### config.mk
export PLATFORM = sky130hd
export DESIGN_NAME = rgbw_pwm_spi_lamp
export DESIGN_NICKNAME = d
export VERILOG_FILES = /design/src/rtl/rgbw_pwm_spi_lamp.sv
export SDC_FILE = /design/constraint.sdc
export NUM_CORES = 1
export LEC_CHECK = 0
export CAP_MARGIN = 25
export CORE_MARGIN = 10
export CORE_UTILIZATION = 41
export CTS_BUF_LIST = sky130_fd_sc_hd__clkbuf_8
export CTS_CLUSTER_SIZE = 24
export DETAILED_ROUTE_END_ITERATION = 8
export PLACE_DENSITY = 0.63
export SYNTH_ARGS = -nofsm -noshare
export SYNTH_HDL_FRONTEND = slang
export SYNTH_SLANG_ARGS = --single-unit
### constraint.sdc
create_clock -name clk12 -period 11.6 [get_ports clk12]
set_input_delay 2.32 -clock clk12 [delete_from_list [all_inputs] [get_ports clk12]]
set_output_delay 2.32 -clock clk12 [all_outputs]
set_load 0.01 [all_outputs]
### src/rtl/rgbw_pwm_spi_lamp.sv
// SPI (mode 1) controlled RGBW PWM lamp driver.
// Receives sync-prefixed colour frames, scales by intensity, drives four PWM pins.
module rgbw_pwm_spi_lamp #(
    parameter int unsigned PWM_BITS  = 8,
    parameter logic [7:0]  SYNC_BYTE = 8'h55,
    parameter int unsigned FRAME_LEN = 8
) (
    input  logic clk12,
    input  logic reset,
    input  logic sck0,
    input  logic mosi,
    input  logic cs,
    output logic red_pin,
    output logic green_pin,
    output logic blue_pin,
    output logic white_pin
);

    localparam int unsigned IdxW = $clog2(FRAME_LEN);

    typedef enum logic [0:0] {StWaitSync, StReceive} state_e;

    logic [1:0] sck_sync_q, mosi_sync_q, cs_sync_q;
    logic       sck_prev_q;
    logic       sck_fall, mosi_s, cs_s;

    logic [7:0] shift_q, shift_d;
    logic [2:0] bit_cnt_q, bit_cnt_d;
    logic       byte_vld_q, byte_vld_d;

    state_e          state_q, state_d;
    logic [IdxW-1:0] idx_q, idx_d;
    logic            commit_q, commit_d;
    logic [7:0]      intensity_q, intensity_d;
    logic [7:0]      mode_q, mode_d;
    logic [7:0]      col_q [4];
    logic [7:0]      col_d [4];

    logic [PWM_BITS-1:0] pend_q [4];
    logic [PWM_BITS-1:0] pend_d [4];
    logic [PWM_BITS-1:0] act_q [4];
    logic [PWM_BITS-1:0] act_d [4];
    logic [PWM_BITS-1:0] cnt_q, cnt_d;
    logic [3:0]          pin_q, pin_d;

    // duty = colour * (intensity + 1) >> 8; the product always fits in 16 bits
    function automatic logic [PWM_BITS-1:0] scale(input logic [7:0] c, input logic [7:0] i);
        logic [15:0] p;
        p = 16'(c) * (16'(i) + 16'd1);
        return PWM_BITS'(p[15:8]);
    endfunction

    assign mosi_s   = mosi_sync_q[1];
    assign cs_s     = cs_sync_q[1];
    assign sck_fall = sck_prev_q & ~sck_sync_q[1];

    always_comb begin
        shift_d    = shift_q;
        bit_cnt_d  = bit_cnt_q;
        byte_vld_d = 1'b0;
        if (cs_s) begin
            bit_cnt_d = 3'd0;
        end else if (sck_fall) begin
            shift_d    = {shift_q[6:0], mosi_s};
            bit_cnt_d  = bit_cnt_q + 3'd1;
            byte_vld_d = (bit_cnt_q == 3'd7);
        end
    end

    always_comb begin
        state_d     = state_q;
        idx_d       = idx_q;
        commit_d    = 1'b0;
        intensity_d = intensity_q;
        mode_d      = mode_q;
        col_d       = col_q;
        if (byte_vld_q) begin
            unique case (state_q)
                StWaitSync: begin
                    if (shift_q == SYNC_BYTE) begin
                        idx_d   = IdxW'(1);
                        state_d = StReceive;
                    end
                end
                StReceive: begin
                    case (idx_q)
                        IdxW'(1): intensity_d = shift_q;
                        IdxW'(2): mode_d      = shift_q;
                        IdxW'(3): col_d[0]    = shift_q;
                        IdxW'(4): col_d[1]    = shift_q;
                        IdxW'(5): col_d[2]    = shift_q;
                        IdxW'(6): col_d[3]    = shift_q;
                        default: ;
                    endcase
                    if (idx_q == IdxW'(FRAME_LEN - 1)) begin
                        commit_d = 1'b1;
                        idx_d    = '0;
                        state_d  = StWaitSync;
                    end else begin
                        idx_d = idx_q + IdxW'(1);
                    end
                end
                default: state_d = StWaitSync;
            endcase
        end
    end

    // Pending duties only move to active on the wrap, so periods never tear
    always_comb begin
        cnt_d = cnt_q + PWM_BITS'(1);
        for (int c = 0; c < 4; c++) begin
            pend_d[c] = pend_q[c];
            if (commit_q) begin
                pend_d[c] = (mode_q[7] && c < 3) ? '0 : scale(col_q[c], intensity_q);
            end
            act_d[c] = (cnt_q == '1) ? pend_q[c] : act_q[c];
            pin_d[c] = (cnt_q < act_q[c]);
        end
    end

    always_ff @(posedge clk12 or negedge reset) begin
        if (!reset) begin
            sck_sync_q  <= '0;
            mosi_sync_q <= '0;
            cs_sync_q   <= '0;
            sck_prev_q  <= 1'b0;
            shift_q     <= '0;
            bit_cnt_q   <= '0;
            byte_vld_q  <= 1'b0;
            state_q     <= StWaitSync;
            idx_q       <= '0;
            commit_q    <= 1'b0;
            intensity_q <= '0;
            mode_q      <= '0;
            cnt_q       <= '0;
            pin_q       <= '0;
            for (int c = 0; c < 4; c++) begin
                col_q[c]  <= '0;
                pend_q[c] <= '0;
                act_q[c]  <= '0;
            end
        end else begin
            sck_sync_q  <= {sck_sync_q[0], sck0};
            mosi_sync_q <= {mosi_sync_q[0], mosi};
            cs_sync_q   <= {cs_sync_q[0], cs};
            sck_prev_q  <= sck_sync_q[1];
            shift_q     <= shift_d;
            bit_cnt_q   <= bit_cnt_d;
            byte_vld_q  <= byte_vld_d;
            state_q     <= state_d;
            idx_q       <= idx_d;
            commit_q    <= commit_d;
            intensity_q <= intensity_d;
            mode_q      <= mode_d;
            cnt_q       <= cnt_d;
            pin_q       <= pin_d;
            for (int c = 0; c < 4; c++) begin
                col_q[c]  <= col_d[c];
                pend_q[c] <= pend_d[c];
                act_q[c]  <= act_d[c];
            end
        end
    end

    assign red_pin   = pin_q[0];
    assign green_pin = pin_q[1];
    assign blue_pin  = pin_q[2];
    assign white_pin = pin_q[3];

endmodule

==> results of run 1 <==
## per-layer routing
| layer | GRT usage [%] | part of all wire (%) |
|---|---|---|
| met1 | 19.6 | 46 |
| met3 | 2.61 | 3.0 |
| met2 | 25.7 | 49 |
| met4 | 4.74 | 1.8 |
| met5 | 0 | 0 |
## cell usage in the layout, fill, tap and decap left out, types with 11 or more instances in the layout
| cell type | n |
|---|---|
| and2_1 | 205 |
| nand3_1 | 26 |
| fa_1 | 160 |
| mux2_2 | 69 |
| nor3b_1 | 12 |
| o21ai_0 | 35 |
| xnor2_1 | 37 |
| o22ai_1 | 16 |
| nand2_1 | 92 |
| dfrtp_1 | 141 |
| nor2b_1 | 15 |
| inv_1 | 236 |
| nor2_1 | 28 |
| a21oi_1 | 34 |
| clkbuf_8 | 20 |
| buf_4 | 13 |
| ha_1 | 166 |
| xor2_1 | 11 |
## power breakdown
group | internal [mW] | total, mW | switching, mW | leakage [nW]
clock | 0.187 | 0.397 | 0.210 | 0.189
combinational | 0.0132 | 0.0268 | 0.0136 | 6.07
sequential | 0.503 | 0.538 | 0.0347 | 1.93
## metrics by stage
| step | hold WS, ns | std cells | instance area (um^2) |
|---|---|---|---|
| finish | 0.352 | 1939 | 15800 |
| global route | 0.367 | 1939 | 15800 |
| CTS | 0.356 | 1939 | 15800 |
| detailed placement | 0.338 | 1907 | 15400 |
| global placement | 0.335 | 1907 | 15400 |
| floorplan | 0.331 | 1482 | 14800 |
## cell families (layout without fill, tap and decap cells)
logic type	count (synthesis)	after routing	synth area share (%)
flops	141	141	23.9
buf+inv	292	288	7.50
xor+xnor	54	54	3.20
compound gates	158	158	7.33
mux	75	75	5.69
fa+ha+maj	326	326	35.7
simple gates	436	436	16.7
## state kept, by name, indices dropped and copies added, names as in the netlist
register / flops
intensity_q: 8
bit_cnt_q: 3
byte_vld_q: 1
pin_q: 4
act_q: 32
state_q: 1
mosi_sync_q: 2
commit_q: 1
mode_q: 1
sck_sync_q: 2
pend_q: 32
col_q: 32
cs_sync_q: 2
cnt_q: 8
idx_q: 3
shift_q: 8
sck_prev_q: 1
## path summary, 6_finish.rpt
path	start	endpoint	depth (start not counted)
max	intensity_q[0]	pend_q[7]	18
min	sck_sync_q[0]	sck_sync_q[1]	0
max reg2reg	intensity_q[0]	pend_q[7]	18
min reg2reg	sck_sync_q[0]	sck_sync_q[1]	0
max in group asynchronous	reset	sck_prev_q	2
min in group asynchronous	reset	pend_q[17]	1
## cell type report
cell class / instances / area share [%]
sequential: 141 / 22.4
multi-input combinational: 1049 / 64.7
timing repair buffer: 21 / 1.14
clock buffer: 20 / 1.75
clock inverter: 12 / 0.715
tap: 461 / 3.66
inverter: 235 / 5.60
## critical path: stages (launching register included)
cell       delay [ns]
dfrtp_1          0.47
buf_4            0.36
ha_1             0.29
nand3_1          0.13
xnor2_2          0.14
buf_4            0.34
nand2_1          0.13
fa_1             0.50
fa_1             0.56
inv_1            0.05
fa_1             0.49
fa_1             0.41
ha_1             0.34
a2111oi_2        0.30
o21ai_1          0.17
a221oi_2         0.37
o21ai_0          0.17
xnor2_1          0.14
mux2_2           0.27
==> qor.yml, run 1 <==
clocking:
  postCtsSetupBuffers: 0
  clock-sinks: 141
  cts_tree: "built"
  numCtsBuffers: 17
  hold_buffers: 0
  cts_buffer_depth: 2
  path_clk_slew_ns: 0.09
  ctsHtreeMaxLevel: 4
  cts_root_buf: "clkbuf_8"
  ctsResizeCount: 0
  clkLatencyLatePin_ns: 0.48
logic_synthesis:
  ys_types: 63
  synth_edf_count: 0
  netlist_top_cells_area: "dfrtp_1 24%, fa_1 22%, ha_1 14%"
  synth_area_leader_cell: "dfrtp_1"
  async_flop_share_pct: 100
  synth_seq_cells: 141
  yosys-top-cells-count: "235 x inv_1, 205 x and2_1, 166 x ha_1, 160 x fa_1, 141 x dfrtp_1"
  synth_top_area_share_pct: 23.9
  syn_inst: 1482
  yosys_warnings: 0
  synth_seq_area_share_pct: 23.9
  synth_nets: 1813
  syn-cell-area_um2: 14800
  yosysMostFrequentCell: "inv_1"
  yosys_most_used_dff: "dfrtp_1"
  avgSynthCellArea_um2: 9.98
drt:
  vias: 9938
  avgViaCountPerCell: 5.13
  wl_per_cell_um: 16.4
  first_pass_iters: 5
  dr.first_iter.drc_count: 354
  drt_wl_total_mm: 31.7
  route.detailed.drc: 0
  drtAntennaViolNets: 0
floorplan:
  initial_core_util_pct: 41.6
  ioPinCount: 9
  core_um2: 35600
  design.die.area_um2: 44100
  die_h_um: 210
  fp.dieW_um: 210
  row_count: 69
finish:
  seqCellArea_um2: 3530
  layout.nets: 1796
  fin_util_pct: 44.3
  antenna_cells: 0
  area_growth_pct: 6.50
  final_layout_size_suffix_gt1_share_pct: 9.61
  multi_input_area_um2: 10200
  fillerInstances: 3404
placed_design:
  place.detailed.hpwl_mm: 23.7
  port_buffers: 8
  gp_congestion: 0.822
  place_ws_ns: 5.87
setup_path:
  cp_max_fo: 32
  criticalPathCategory: "reg2reg"
  ff2ff_setup_slack_ns: 5.86
  crit_path_start_kind: "flop"
  end_kind: "flop"
  arrival_ns: 6.12
  required_ns: 11.98
global_routing:
  grt_pass1_vias: 10700
  gr-total-overflow: 0
  grt_use_total_pct: 15.3
  grt_max_degree: 76
  grt_pass1_wl_mm: 55.0
  antenna_found_initial: 0
run_status:
  run_status: "complete, no violations"
timing:
  worstMarginPinSlew_ns: 0.864
  rsz0062_at_grt: "no"
  relSlewSlack_pct: 42.4
  setup_viol: 0
  fmax_mhz: 174
  hold_violations: 0
  tns_ns: 0
  min_period_ns: 5.74
  fin_worst_skew_ns: 0.0184
  setup_ws_ns: 5.86
  post-route-period-util_pct: 49.5
  slew_viol_final: 0
power_and_ir_drop:
  vdd_drop_max_mv: 0.0743
  power_uw: 962
  powerDensity_nw_per_um2: 61.1
  leakagePower_nw: 8.19
worst_hold_path:
  hold_path.class: "reg2reg"
flow_run:
  maxCapViolCount: 0
Note: power is estimated with default switching activity, not from simulation.
==> run 2: changes to the inputs <==
Settings changed: PLACE_DENSITY 0.63 to 0.65.
Clock period 11.6 ns to 5.2 ns, I/O delays scaled along.
==> run 2 against run 1 <==
Final area increased by 3.3%. Maximum frequency grew 13%. Non-clock buffer count is 34 higher. Register-to-register slack lost 5.7 ns. Clock skew increased by 0.0033 ns. Wire length down 0.38%. Worst setup slack got worse by 5.7 ns. Cell count is 1.8% higher. Clock power rose by 130%. Global-route usage shrank 0.47 points. Via count increased by 1.5%. Sequential share of layout area decreased by 0.69 points. Critical path type unchanged. Largest power group unchanged.
==> qor.yml, run 2 (same netlist as run 1, synthesis figures left out) <==
timing:
  setup_viol: 0
  rsz0062_at_grt: "yes"
  slew_viol_final: 0
  hold_slack_ns: 0.352
  fin_worst_skew_ns: 0.0217
  setup_ws_ns: 0.131
  min_period_ns: 5.07
  fmax_mhz: 197
  hold_violations: 0
  tns_ns: 0
  post-route-period-util_pct: 97.5
  relSlewSlack_pct: 54.7
  worstMarginPinSlew_ns: 0.677
global_routing:
  met1_usage_pct: 19.8
  met2_usage_pct: 24.3
  grt_pass1_vias: 10700
  grt.busiest_layer: "met2"
  grt_max_degree: 105
  antenna_found_initial: 0
  gr-total-overflow: 0
  grt_use_total_pct: 14.8
  grtUsageMet3_pct: 2.64
  grt_pass1_wl_mm: 54.2
finish:
  fin_cells: 1973
  stdcell_area_um2: 16300
  final_layout_size_suffix_gt1_share_pct: 13.0
  final_common_cell: "inv_1"
  fillerInstances: 3316
  area_growth_pct: 10.0
  fin_util_pct: 45.8
  largest_registers: "act_q: 32 flops, col_q: 32 flops, pend_q: 32 flops"
  final_cell_mix: "237 x inv_1, 205 x and2_1, 163 x ha_1"
  antenna_cells: 0
  layout.nets: 1830
drt:
  avgViaCountPerCell: 5.11
  vias: 10100
  route.detailed.drc: 0
  drt_wl_total_mm: 31.6
  first_pass_iters: 5
  wl_per_cell_um: 16.0
  dr.first_iter.drc_count: 474
  drtAntennaViolNets: 0
placed_design:
  placed_area_um2: 15600
  gp_congestion: 0.843
  place_inst: 1931
  place.detailed.hpwl_mm: 24.1
  port_buffers: 8
  place_ws_ns: 0.0318
power_and_ir_drop:
  pwr-share-clk_pct: 42.3
  p_switching_uw: 597
  seqPwrFrac_pct: 54.9
  vdd_drop_max_mv: 0.151
  switching_share_pct: 27.3
  power_mw: 2.19
  leakagePower_nw: 8.39
  p_int_mw: 1.59
  powerDensity_nw_per_um2: 135
  combPwrFrac_pct: 2.8
clocking:
  numCtsBuffers: 17
  clock-sinks: 141
  cts_buffer_depth: 2
  hold_buffers: 0
  cts_root_buf: "clkbuf_8"
  ctsHtreeMaxLevel: 4
  path_clk_slew_ns: 0.10
  clkLatencyLatePin_ns: 0.49
  cts_tree: "built"
worst_hold_path:
  hold_path.class: "reg2reg"
floorplan:
  die_h_um: 210
  core_um2: 35600
  fp.dieW_um: 210
  row_count: 69
  ioPinCount: 9
  design.die.area_um2: 44100
  initial_core_util_pct: 41.6
setup_path:
  cp_top_family: "adder cells"
  required_ns: 5.58
  crit_path_start_kind: "flop"
  crit_path_top_delay_cell: "fa_1"
  crit_buf_inv: 3
  cp_max_fo: 6
  path_cells: "nand2_1 > nor2_4 > nand3_2 > xnor2_4 > buf_4 > and2_1 > fa_1 > fa_1 > fa_1 > inv_1 > fa_1 > inv_1 > ha_1 > and3_1 > a32o_2 > a221oi_2 > xnor2_1 > mux2_4"
  cpMostUsedCell: "fa_1"
  criticalPathCategory: "reg2reg"
  arrival_ns: 5.45
  end_kind: "flop"
  cpPeakStageDelay_ns: 0.50
run_status:
  run_status: "complete, no violations"
flow_run:
  maxCapViolCount: 0
-- run 2: changes by cell type in the layout (fill, tap and decap cells not counted), moves of 4 or more --
cell	previous run	this run
buf_12	0	6
dfrtp_2	0	4
dfrtp_1	141	137
nand3_1	26	22
buf_4	13	39
-- run 2: repair_timing --
action                     4_1_cts  5_1_grt
buffers inserted                 0        8
cloned                           0        1
resized for setup                0       33
pin swaps                        1        7
setup endpoints to repair        1       24
-- run 2: cell type report --
type	count	area, um^2	area share [%]
clock buffers	18	248	1.52
clock inverters	14	144	0.884
inverters	235	882	5.42
multi-input cells	1049	10300	63.6
flip-flops and latches	141	3530	21.7
well taps	461	577	3.54
repair buffers	55	547	3.36
-- run 2: metal layers --
| metal | up-vias | routed length [um] |
|---|---|---|
| li1 | 4827 | - |
| met1 | 5088 | 15300 |
| met2 | 150 | 14700 |
| met3 | 25 | 1240 |
| met4 | 0 | 345 |
| met5 | - | 0 |
-- run 2: power by group through the flow --
stage               Sequential (mW)  Combinational [mW]  Clock [mW]
finish                         1.20              0.0623       0.926
global route                   1.21              0.0711       0.991
CTS                            1.20              0.0621       0.950
detailed placement             1.23              0.0618           0
global placement               1.22              0.0599           0
floorplan                      1.18              0.0331           0
-- run 2: path summary, 6_finish.rpt --
check	from	endpoint	slack, ns	cells past startpoint
worst max register to register	intensity_q[0]	pend_q[5]	0.13	18
worst min register to register	sck_sync_q[0]	sck_sync_q[1]	0.35	0
max in group asynchronous	reset	act_q[3]	3.63	3
min in group asynchronous	reset	act_q[24]	0.38	1
worst max-delay path	intensity_q[0]	pend_q[5]	0.13	18
worst min-delay path	sck_sync_q[0]	sck_sync_q[1]	0.35	0
